## src/rtl/umi_rmw_endpoint.sv

```systemverilog
// UMI device-side endpoint: accepts one request at a time, executes reads,
// writes and read-modify-write atomics against a single-port local memory and
// returns a response for every non-posted request.
//
// Optional feature macro: UMI_RMW_ERRRESP_EN
//   defined   -> unsupported requests with command[0]=1 get an error response
//   undefined -> every unsupported request is silently consumed
//
// Ports:
//   clk, nreset          clock, asynchronous active-low reset
//   udev_req_*           request channel (valid/ready, cmd, dstaddr, srcaddr, data)
//   udev_resp_*          response channel (valid/ready, cmd, dstaddr, data)
//   loc_read/loc_write   local memory strobes (never both high)
//   loc_addr/loc_wrdata  local memory address / write data
//   loc_rddata           local memory read data, valid the cycle after loc_read
module umi_rmw_endpoint #(
    parameter int unsigned CW = 32,
    parameter int unsigned AW = 64,
    parameter int unsigned DW = 64
) (
    input  logic          clk,
    input  logic          nreset,
    input  logic          udev_req_valid,
    input  logic [CW-1:0] udev_req_cmd,
    input  logic [AW-1:0] udev_req_dstaddr,
    input  logic [AW-1:0] udev_req_srcaddr,
    input  logic [DW-1:0] udev_req_data,
    output logic          udev_req_ready,
    output logic          udev_resp_valid,
    output logic [CW-1:0] udev_resp_cmd,
    output logic [AW-1:0] udev_resp_dstaddr,
    output logic [DW-1:0] udev_resp_data,
    input  logic          udev_resp_ready,
    output logic          loc_read,
    output logic          loc_write,
    output logic [AW-1:0] loc_addr,
    output logic [DW-1:0] loc_wrdata,
    input  logic [DW-1:0] loc_rddata
);

    localparam logic [3:0] OP_READ       = 4'h1;
    localparam logic [3:0] OP_WRITE      = 4'h3;
    localparam logic [3:0] OP_POSTED     = 4'h5;
    localparam logic [3:0] OP_ATOMIC     = 4'h9;
    localparam logic [3:0] OP_RESP_READ  = 4'h2;
    localparam logic [3:0] OP_RESP_WRITE = 4'h4;

    localparam logic [7:0] AMO_ADD  = 8'h00;
    localparam logic [7:0] AMO_AND  = 8'h01;
    localparam logic [7:0] AMO_OR   = 8'h02;
    localparam logic [7:0] AMO_XOR  = 8'h03;
    localparam logic [7:0] AMO_MAX  = 8'h04;
    localparam logic [7:0] AMO_MIN  = 8'h05;
    localparam logic [7:0] AMO_MAXU = 8'h06;
    localparam logic [7:0] AMO_MINU = 8'h07;
    localparam logic [7:0] AMO_SWAP = 8'h08;

    typedef enum logic [2:0] {
        S_IDLE = 3'd0,
        S_RD   = 3'd1,
        S_WR   = 3'd2,
        S_RMW  = 3'd3,
        S_RESP = 3'd4
    } state_t;

    state_t        state;
    state_t        state_next;

    logic [CW-1:0] cmd_q;
    logic [AW-1:0] dst_q;
    logic [AW-1:0] src_q;
    logic [DW-1:0] data_q;
    logic [DW-1:0] old_q;       // value returned in the response
    logic          rd_fresh_q;  // first RESP cycle of a READ: data still on loc_rddata
    logic          err_q;

    logic          req_read;
    logic          req_write;
    logic          req_posted;
    logic          req_atomic;
    logic          req_err;
    logic          accept;

    logic          cap_read;
    logic          cap_posted;

    logic [DW-1:0] rmw_result;
    logic [CW-1:0] resp_cmd_c;

    // Classification of the incoming request
    assign req_read   = (udev_req_cmd[3:0] == OP_READ);
    assign req_write  = (udev_req_cmd[3:0] == OP_WRITE);
    assign req_posted = (udev_req_cmd[3:0] == OP_POSTED);
    assign req_atomic = (udev_req_cmd[3:0] == OP_ATOMIC) && (udev_req_cmd[15:8] <= AMO_SWAP);
`ifdef UMI_RMW_ERRRESP_EN
    assign req_err    = udev_req_cmd[0] && !(req_read || req_write || req_posted || req_atomic);
`else
    assign req_err    = 1'b0;
`endif
    assign accept     = udev_req_valid && (state == S_IDLE);

    assign cap_read   = (cmd_q[3:0] == OP_READ);
    assign cap_posted = (cmd_q[3:0] == OP_POSTED);

    // State register
    always_ff @(posedge clk or negedge nreset) begin
        if (!nreset) begin
            state <= S_IDLE;
        end else begin
            state <= state_next;
        end
    end

    // Next-state logic
    always_comb begin
        state_next = state;
        case (state)
            S_IDLE: begin
                if (udev_req_valid) begin
                    if (req_read || req_atomic) begin
                        state_next = S_RD;
                    end else if (req_write || req_posted) begin
                        state_next = S_WR;
                    end else if (req_err) begin
                        state_next = S_RESP;
                    end
                end
            end
            S_RD:    state_next = cap_read ? S_RESP : S_RMW;
            S_RMW:   state_next = S_RESP;
            S_WR:    state_next = cap_posted ? S_IDLE : S_RESP;
            S_RESP:  state_next = udev_resp_ready ? S_IDLE : S_RESP;
            default: state_next = S_IDLE;
        endcase
    end

    // Atomic operation on the freshly read memory value
    always_comb begin
        rmw_result = loc_rddata;
        case (cmd_q[15:8])
            AMO_ADD:  rmw_result = loc_rddata + data_q;
            AMO_AND:  rmw_result = loc_rddata & data_q;
            AMO_OR:   rmw_result = loc_rddata | data_q;
            AMO_XOR:  rmw_result = loc_rddata ^ data_q;
            AMO_MAX:  rmw_result = ($signed(loc_rddata) > $signed(data_q)) ? loc_rddata : data_q;
            AMO_MIN:  rmw_result = ($signed(loc_rddata) < $signed(data_q)) ? loc_rddata : data_q;
            AMO_MAXU: rmw_result = (loc_rddata > data_q) ? loc_rddata : data_q;
            AMO_MINU: rmw_result = (loc_rddata < data_q) ? loc_rddata : data_q;
            AMO_SWAP: rmw_result = data_q;
            default:  rmw_result = loc_rddata;
        endcase
    end

    // Response command: opcode rewritten, upper fields copied from the request
    always_comb begin
        resp_cmd_c = cmd_q;
        if (err_q) begin
            resp_cmd_c[15:8] = 8'hFF;
            resp_cmd_c[3:0]  = OP_RESP_WRITE;
        end else if (cmd_q[3:0] == OP_WRITE) begin
            resp_cmd_c[3:0]  = OP_RESP_WRITE;
        end else begin
            resp_cmd_c[3:0]  = OP_RESP_READ;
        end
    end

    // Output decode from the current state
    always_comb begin
        udev_req_ready    = 1'b0;
        udev_resp_valid   = 1'b0;
        udev_resp_cmd     = '0;
        udev_resp_dstaddr = '0;
        udev_resp_data    = '0;
        loc_read          = 1'b0;
        loc_write         = 1'b0;
        loc_addr          = '0;
        loc_wrdata        = '0;
        case (state)
            S_IDLE: udev_req_ready = nreset;
            S_RD: begin
                loc_read = 1'b1;
                loc_addr = dst_q;
            end
            S_RMW: begin
                loc_write  = 1'b1;
                loc_addr   = dst_q;
                loc_wrdata = rmw_result;
            end
            S_WR: begin
                loc_write  = 1'b1;
                loc_addr   = dst_q;
                loc_wrdata = data_q;
            end
            S_RESP: begin
                udev_resp_valid   = 1'b1;
                udev_resp_cmd     = resp_cmd_c;
                udev_resp_dstaddr = src_q;
                udev_resp_data    = rd_fresh_q ? loc_rddata : old_q;
            end
            default: ;
        endcase
    end

    // Request capture and response data holding
    always_ff @(posedge clk or negedge nreset) begin
        if (!nreset) begin
            cmd_q      <= '0;
            dst_q      <= '0;
            src_q      <= '0;
            data_q     <= '0;
            old_q      <= '0;
            rd_fresh_q <= 1'b0;
            err_q      <= 1'b0;
        end else begin
            case (state)
                S_IDLE: begin
                    if (accept) begin
                        cmd_q      <= udev_req_cmd;
                        dst_q      <= udev_req_dstaddr;
                        src_q      <= udev_req_srcaddr;
                        data_q     <= udev_req_data;
                        old_q      <= '0;
                        rd_fresh_q <= 1'b0;
                        err_q      <= req_err;
                    end
                end
                S_RD:  rd_fresh_q <= cap_read;
                S_RMW: old_q <= loc_rddata;
                S_RESP: begin
                    // Latch read data so it stays stable through a stall
                    if (rd_fresh_q) begin
                        old_q      <= loc_rddata;
                        rd_fresh_q <= 1'b0;
                    end
                end
                default: ;
            endcase
        end
    end

endmodule

```

## config.mk

```make
export PLATFORM = sky130hd
export DESIGN_NAME = umi_rmw_endpoint
export DESIGN_NICKNAME = d
export VERILOG_FILES = /design/src/rtl/umi_rmw_endpoint.sv
export SDC_FILE = /design/constraint.sdc
export NUM_CORES = 1
export LEC_CHECK = 0
export CORE_UTILIZATION = 38
export DETAILED_ROUTE_END_ITERATION = 7
export DONT_BUFFER_PORTS = 1
export GPL_TIMING_DRIVEN = 1
export PLACE_DENSITY = 0.49
export SETUP_SLACK_MARGIN = 0.05
export SYNTH_ARGS = -nofsm -noshare
export SYNTH_HDL_FRONTEND = slang
export SYNTH_SLANG_ARGS = --single-unit
```

## constraint.sdc

```tcl
create_clock -name clk -period 11.1 [get_ports clk]
set_input_delay 2.22 -clock clk [delete_from_list [all_inputs] [get_ports clk]]
set_output_delay 2.22 -clock clk [all_outputs]
set_load 0.05 [all_outputs]
```

# Word-level counts from Yosys, hierarchy flattened
# Index checks and enable logic that the tools add are counted.
classes:
  add_sub_neg: 1
  order_cmp: 5
  n_eq_ne: 22
  mux: 27
  n_bitwise: 3
  n_reduce_logical: 14
ops:
  columns: ["operator", "n"]
  rows:
  - ["$mux W64", 9]
  - ["$pmux W64 S9", 1]
  - ["$pmux W64 S3", 1]
  - ["$gt A64 B64 Y1", 2]
  - ["$lt A64 B64 Y1", 2]
  - ["$pmux W64 S2", 1]
  - ["$add A64 B64 Y64", 1]
  - ["$and A64 B64 Y64", 1]
  - ["$or A64 B64 Y64", 1]
  - ["$xor A64 B64 Y64", 1]
  - ["$eq A8 B3 Y1 const B", 4]
  - ["$mux W32", 1]
  - ["$mux W3", 7]
  - ["$eq A8 B2 Y1 const B", 2]
  - ["$pmux W3 S5", 1]
  - ["$eq A4 B1 Y1 const B", 2]
  - ["$eq A4 B2 Y1 const B", 2]
  - ["$eq A4 B3 Y1 const B", 2]
  - ["$eq A8 B1 Y1 const B", 1]
  - ["$eq A8 B4 Y1 const B", 1]
  - ["$le A8 B4 Y1 const B", 1]
  - ["$logic_not A8 Y1", 1]
  - ["$reduce_and A2 Y1", 4]
  - ["$eq A3 B2 Y1 const B", 2]
  - ["13 further kinds", 21]
word_totals:
  ff_bits: 292
  in_bits: 292
  output_inout_bits: 292
  word_cells: 79

# Logic depth before layout (Yosys ltp)
# Gate-level depths: netlist of the first run.
logic_depth:
  word_depth: 6
  depth_mapped: 16
  depth_no_buf: 13

# Least setup slack after synthesis of the first run
# OpenSTA, ideal clock, no wires.
synth_timing:
  path_kind: "input to output"
  startpoint: "in loc_rddata[59]"
  endpoint: "out loc_wrdata[16]"
  arrival_ns: 7.264
  required_ns: 8.880
  setup_slack_ns: 1.616
  path_stages: 13
  path_buffers: 2
  path_cell_list: "inv_1 ha_1 buf_6 or4_4 nor4_4 nand4_4 a21oi_4 nor4_1 or3b_4 a21oi_4 buf_6 a221oi_1 a2111oi_0"
synth_between:
  elab_chain_cells: 4
  elab_cells_between_ends: 10
  classes_between: "4 x order compare; 6 x mux"
synth_lines:
  columns: ["element", "line_no", "source"]
  rows:
  - ["from (decl)", "38", "input logic [DW-1:0] loc_rddata"]
  - ["$lt A64 B64 Y1, or another cell as far along", "148", "AMO_MINU: rmw_result = (loc_rddata < data_q) ? loc_rddata : data_q;"]
  - ["$mux W64 (on tied branches)", null, null]
  - ["$pmux W64 S9 *", "140", "case (cmd_q[15:8])"]
  - ["$pmux W64 S2 *", "178", "case (state)"]
  - ["to (decl)", "37", "output logic [DW-1:0] loc_wrdata,"]
# Mark *: on every way between the ends. The rest lies on a longest branch, timed or not.

# Worst setup path in the final report of the first run
layout_timing:
  startpoint: "in loc_rddata[59]"
  endpoint: "out loc_wrdata[34]"
# Same word-level chain as after synthesis.

==> results of run 1 <==
[metal layers]
metal  GRT usage  vias to the layer above  share of wire
li1            -                     9529              -
met1       0.373                    10700           0.40
met2       0.497                      905           0.47
met3      0.0751                      177          0.080
met4       0.133                       16          0.045
met5           0                        -         0.0012
[flip-flops by register name, indices dropped and copies added (netlist names)]
signal,flops
src_q,64
dst_q,64
cmd_q,32
data_q,64
rd_fresh_q,1
old_q,64
state,3
[cell type report]
cell class	instances	share of cell area
inverters	168	0.0245
well taps	782	0.0381
clock buffers	46	0.0405
repair buffers	68	0.0210
flip-flops and latches	292	0.285
multi-input cells	2024	0.578
diodes	6	0.000584
clock inverters	20	0.0123
[synthesized netlist by cell type (all sizes together), types with 4 or more instances]
| cell | instances | area [µm²] |
|---|---|---|
| a2111oi | 7 | 73.8 |
| o21bai | 26 | 195 |
| clkbuf | 173 | 649 |
| xor2 | 10 | 87.6 |
| inv | 167 | 627 |
| a311oi | 5 | 43.8 |
| buf | 36 | 196 |
| o31ai | 10 | 75.1 |
| a21boi | 6 | 45.0 |
| o21ai | 236 | 1180 |
| mux2 | 162 | 1830 |
| o211ai | 24 | 180 |
| nand2b | 15 | 93.8 |
| a211oi | 15 | 113 |
| and3 | 106 | 663 |
| o22ai | 12 | 75.1 |
| o31a | 4 | 35.0 |
| ha | 192 | 2400 |
| xnor2 | 32 | 280 |
| a22oi | 8 | 60.1 |
| nor4 | 16 | 130 |
| nand3b | 5 | 37.5 |
| a31oi | 12 | 90.1 |
| and2 | 77 | 482 |
| or3 | 4 | 25.0 |
| nand3 | 28 | 140 |
| a21oi | 190 | 977 |
| nor2b | 16 | 100 |
| or4 | 12 | 109 |
| nand4 | 17 | 121 |
| nor3b | 4 | 30.0 |
| o221ai | 38 | 333 |
| dfrtp | 292 | 7310 |
| o21a | 10 | 75.1 |
| mux2i | 107 | 1070 |
| a31o | 12 | 105 |
| a221oi | 45 | 407 |
| nor3 | 26 | 135 |
| nand2 | 204 | 766 |
| a21o | 46 | 345 |
| a221o | 80 | 801 |
| nor2 | 166 | 626 |
[placed cells by master, fill, tap and decap left out, drive strengths merged, types with 7 or more instances in the layout]
cell type	instances
a221oi	45
nor2	166
clkinv	12
nand3	28
buf	68
a211oi	15
ha	192
o21bai	26
and2	77
o22ai	12
o31ai	10
o211ai	24
a31o	12
clkbuf	46
a21oi	190
a21o	46
mux2	162
nor2b	16
mux2i	107
nand2b	15
bufinv	7
nand2	204
o21a	10
xnor2	32
dfrtp	292
nor4	16
nand4	17
a2111oi	7
xor2	10
a31oi	12
o221ai	38
a22oi	8
and3	106
a221o	80
inv	168
o21ai	236
nor3	26
or4	12
[per-stage QoR]
step	cell area [µm²]	instances	util
floorplan	23500	2693	-
global placement	24300	3334	0.401
detailed placement	24300	3334	0.401
CTS	25700	3400	0.423
global route	25700	3402	0.423
finish	25700	3406	0.423
[cells by family after synthesis]
| kind of cell | count (synthesis) | synth area share |
|---|---|---|
| compound gates | 812 | 0.233 |
| simple gates | 706 | 0.151 |
| buf+inv | 377 | 0.0628 |
| xor+xnor | 42 | 0.0157 |
| mux | 269 | 0.123 |
| fa+ha+maj | 193 | 0.103 |
| other cells | 1 | 0.000160 |
| flops | 292 | 0.311 |
[power by group]
group | total (µW) | internal, µW | switching, µW
Sequential | 1870 | 1520 | 354
Clock | 1360 | 834 | 527
Combinational | 4430 | 1360 | 3070
[worst max-delay path by stage]
| stage | startpoint | to | cells past startpoint | slack (ns) |
|---|---|---|---|---|
| detailed placement | loc_rddata[59] | loc_wrdata[34] | 11 | 1.52 |
| global placement | loc_rddata[59] | loc_wrdata[34] | 11 | 1.59 |
| global route | loc_rddata[30] | loc_wrdata[34] | 13 | 1.26 |
| floorplan | loc_rddata[59] | loc_wrdata[16] | 13 | 1.62 |
| CTS | loc_rddata[59] | loc_wrdata[34] | 11 | 1.51 |
| finish | loc_rddata[59] | loc_wrdata[34] | 11 | 1.51 |
[worst max-delay path, cell delays in order]
cell and delay, ns:
inv_1 0.02, ha_1 0.42, or4_4 0.61, nor4_4 0.43, nand4_4 0.24, or4_4 0.64, a31oi_4 0.55, or2_1 0.95
a221o_1 0.32, o21ai_1 0.07, a221oi_2 0.87
==> reports/metrics.cfg, run 1 <==
[floorplan]
die_area_um2 = 62800
rows = 90
dieHeight_um = 251
core_um2 = 60700
initial_core_util = 0.387
pin_count = 584
dieWidth_um = 251

[timing]
skew_ns = 0.0226
max_freq_ghz = 0.104
hold_viol_final = 0
setup_ws_ns = 1.51
timing_worst_slew_pin_value_ns = 1.32
setup_tns_ns = 0
rsz0062_at_grt = no
finalSetupViolCount = 0
timing.hold.ws_ns = 0.498
min_period_over_period = 0.864
final.min_clock_period_ns = 9.59
max-slew-margin-rel = 0.114
slew_viol_final = 0

[clock_tree]
clock_path_buffers = 3
clkLatencyLatePin_ns = 0.58
clock_sinks = 292
cts_tree = done
cts_resized = 0
path_clk_slew_ns = 0.06
h-tree-depth = 2
root_buffer = clkbuf_16
cts_buffers = 37
postCtsSetupBuffers = 0
ctsHoldBuffers = 0

[placed_design]
gp_congestion = 0.989
dp_hpwl_mm = 70.3
portBuffers = 0
place_ws_ns = 1.52

[yosys]
netlist_area_um2 = 23500
ys_seq_area_frac = 0.311
async_flop_share = 1.00
syn_inst = 2692
synth_cell_types = 85
synth_edf_count = 0
synth_seq_cells = 292
yosysWarnings = 0
syn_area_per_cell_um2 = 8.73
ys.flop_type = dfrtp_1

[routing]
drt_iter0_drc = 1768
via_per_inst = 6.27
ant_nets = 0
vias = 21400
drcViolationCount = 0
dr.pass1.iters = 6
wl_mm = 98.2
avgRoutedWirePerCell_um = 28.8

[pwr]
leakage_uw = 0.0113
p_total_uw = 7660
power.density_nw_per_um2 = 298
vdd_drop_max_uv = 204

[final_layout]
drive_gt1_frac = 0.138
multi_input_area_um2 = 14900
regArea_um2 = 7320
fillers = 5963
fin_nets = 3076
area_growth_pct = 9.37

[worst_hold_path]
hold_class = flip-flop to flip-flop
min_path_cells = 1
worstHoldStart = dst_q[17]
worstHoldEndpoint = dst_q[17]

[outcome]
outcome = complete, no violations

[critical_path]
reg2reg_from = state[0]
rrSetupSlack_ns = 7.37
worstPathArrival_ns = 7.37
worst_setup_path_start_kind = input pin
r2r-end = old_q[1]
cp.required_ns = 8.88
critPathKind = input pin to primary output
critPathMaxFanout = 17
endpoint_kind = primary output
worstRegToRegCells = 5

[global_route]
grt_max_degree = 294
antenna_found_initial = 14
overflow = 0
grt_util_all_layers = 0.302
grt_pass1_wl_mm = 143
grt_pass1_vias = 21000

[flow_run]
cap_viol_max_count = 0

No activity file was read; power rests on OpenSTA's default activity.
==> run 2: changes to the inputs <==
--- a/config.mk
+++ b/config.mk
@@ -5,6 +5,7 @@
 export SDC_FILE = /design/constraint.sdc
 export NUM_CORES = 1
 export LEC_CHECK = 0
+export ABC_AREA = 1
 export CORE_UTILIZATION = 38
 export DETAILED_ROUTE_END_ITERATION = 7
 export DONT_BUFFER_PORTS = 1
==> reports/metrics.cfg, run 2 <==
[routing]
via_per_inst = 5.62
drt_iter0_drc = 2989
avgRoutedWirePerCell_um = 22.6
ant_nets = 0
drcViolationCount = 36
dr.pass1.iters = 8
wl_mm = 121
vias = 30200

[timing]
skew_ns = 0.0159
max_freq_ghz = 0.111
finalSetupViolCount = 0
setup_ws_ns = 2.09
max-slew-margin-rel = -0.407
hold_viol_final = 0
min_period_over_period = 0.812
slew_viol_final = 213
setup_tns_ns = 0
final.min_clock_period_ns = 9.01
timing_worst_slew_pin_value_ns = 2.11
rsz0062_at_grt = no

[clock_tree]
cts_buffers = 39
h-tree-depth = 2
clock_path_buffers = 3
root_buffer = clkbuf_16
ctsHoldBuffers = 0
cts_tree = done
postCtsSetupBuffers = 0
clkLatencyLatePin_ns = 0.59
clock_sinks = 292
cts_resized = 0
path_clk_slew_ns = 0.06

[pwr]
swShare = 0.587
leakage_uw = 0.0139
internal_power_uw = 3450
p_seq_frac = 0.204
clock_power_share = 0.155
power.density_nw_per_um2 = 280
p_comb_frac = 0.641
vdd_drop_max_uv = 192
p_switching_uw = 4910

[yosys]
yosys-top-cells-area = dfrtp_1 (26%), nand2_1 (15%), nand3_1 (8.8%)
synth_largest_area_cell = dfrtp_1
async_flop_share = 1.00
syn_inst = 4564
synth.top_cell.area_share = 0.260
synth_most_common_cell = nand2_1
syn_area_per_cell_um2 = 6.15
ys.flop_type = dfrtp_1
synth_seq_cells = 292
synth_top_cells_by_count = nand2_1 (1,159), nor2_1 (599), inv_1 (532)
yosysWarnings = 0
synth_cell_types = 46
synth_edf_count = 0
netlist_area_um2 = 28100
ys_seq_area_frac = 0.260

[final_layout]
layout_common_cells = nand2_1 (1,151), nor2_1 (595), inv_1 (530)
area_growth_pct = 6.50
fillers = 8055
final_common_cell = nand2_1
drive_gt1_frac = 0.0362
fin_cells = 5382
fin_area_um2 = 29900
fin_nets = 4881

[worst_hold_path]
hold_class = flip-flop to flip-flop
worstHoldStart = old_q[53]

[critical_path]
critPathMaxFanout = 41
worstPathArrival_ns = 6.79
cpMostUsedCell = nand2_1
cpPeakStageDelay_ns = 0.62
worstSetupStartpoint = loc_rddata[59]
worst_setup_path_start_kind = input pin
critPathKind = input pin to primary output
worst_path_max_delay_cell = nand2_2
endpoint_kind = primary output
reg2reg_from = state[0]
rrSetupSlack_ns = 7.41
crit_family = simple AND/OR/NAND/NOR gates
cp_cell_sequence = inv_1, ha_1, inv_2, a21oi_1, o21ai_0, a21oi_1, nand2_1, a21oi_4, nand2_4, nand2_1, nand2_4, nand2_2, buf_4, inv_1, nand2_1, nand3_1, nand2_1, nand2_1, nand2_1
cp.buffers_inverters = 4
cp.required_ns = 8.88

[placed_design]
gp_congestion = 0.977
dp.cells = 5314
place_area_um2 = 28600
portBuffers = 0
place_ws_ns = 2.15
dp_hpwl_mm = 86.3

[floorplan]
die_area_um2 = 75000
initial_core_util = 0.384
pin_count = 584
core_um2 = 73100
dieWidth_um = 274
rows = 99
dieHeight_um = 274

[global_route]
grt_pass1_vias = 28300
antenna_found_initial = 3
grt_pass1_wl_mm = 182
grt_max_degree = 294
overflow = 0
grt_util_all_layers = 0.313

[outcome]
violations = DRC, slew limit
outcome = finished, violations left

[flow_run]
cap_viol_max_count = 0

[run 2: tightest hold or removal path: stages, from the launching register on]
cell and delay (ns):
dfrtp_1 0.34, nand2_1 0.05, o221ai_1 0.06
[run 2: worst paths after layout]
path                            cells past startpoint             end
worst max-delay path                               19  loc_wrdata[24]
worst min register to register                      2       old_q[53]
max in group asynchronous                           0      rd_fresh_q
worst min-delay path                                2       old_q[53]
min in group asynchronous                           0      data_q[21]
worst max register to register                      9       src_q[12]
[run 2: power by group through the flow]
stage,registers (µW),clock network (µW),logic (µW)
finish,1710,1290,5370
global route,1760,1370,5860
CTS,1700,1330,5310
detailed placement,1720,0,5280
global placement,1710,0,5290
floorplan,1650,0,3940
[run 2: routing by layer]
metal,routed length (µm),GRT usage
met4,3130,0.0853
met5,31,0
met3,8940,0.0583
met1,53600,0.426
met2,55700,0.504
[run 2: cell families (layout without fill, tap and decap cells)]
logic type | after synthesis | count (layout) | synth area share
adders and majority gates | 193 | 193 | 0.0863
other | 1 | 3 | 0.000134
buffers and inverters | 810 | 667 | 0.114
muxes | 65 | 65 | 0.0232
DFF | 292 | 292 | 0.260
AOI/OAI and AO/OA | 797 | 797 | 0.161
and+or+nand+nor | 2406 | 2406 | 0.355
[run 2: through the flow]
step                 util  total power [µW]  hold WS [ns]
floorplan               -              5590         0.458
global placement    0.392              7000         0.472
detailed placement  0.392              7000         0.475
CTS                 0.409              8340         0.490
global route        0.409              8990         0.502
finish              0.409              8370         0.486
[run 2: layout make-up]
cell class / count / area [µm²] / area share
Multi-Input combinational cell: 3463 / 17600 / 0.590
Timing Repair Buffer: 53 / 398 / 0.0133
Clock inverter: 14 / 195 / 0.00653
Clock buffer: 53 / 1080 / 0.0361
Antenna cell: 1 / 2.50 / 0.0000837
Sequential cell: 292 / 7310 / 0.245
Inverter: 547 / 2060 / 0.0690
Tap cell: 959 / 1200 / 0.0401
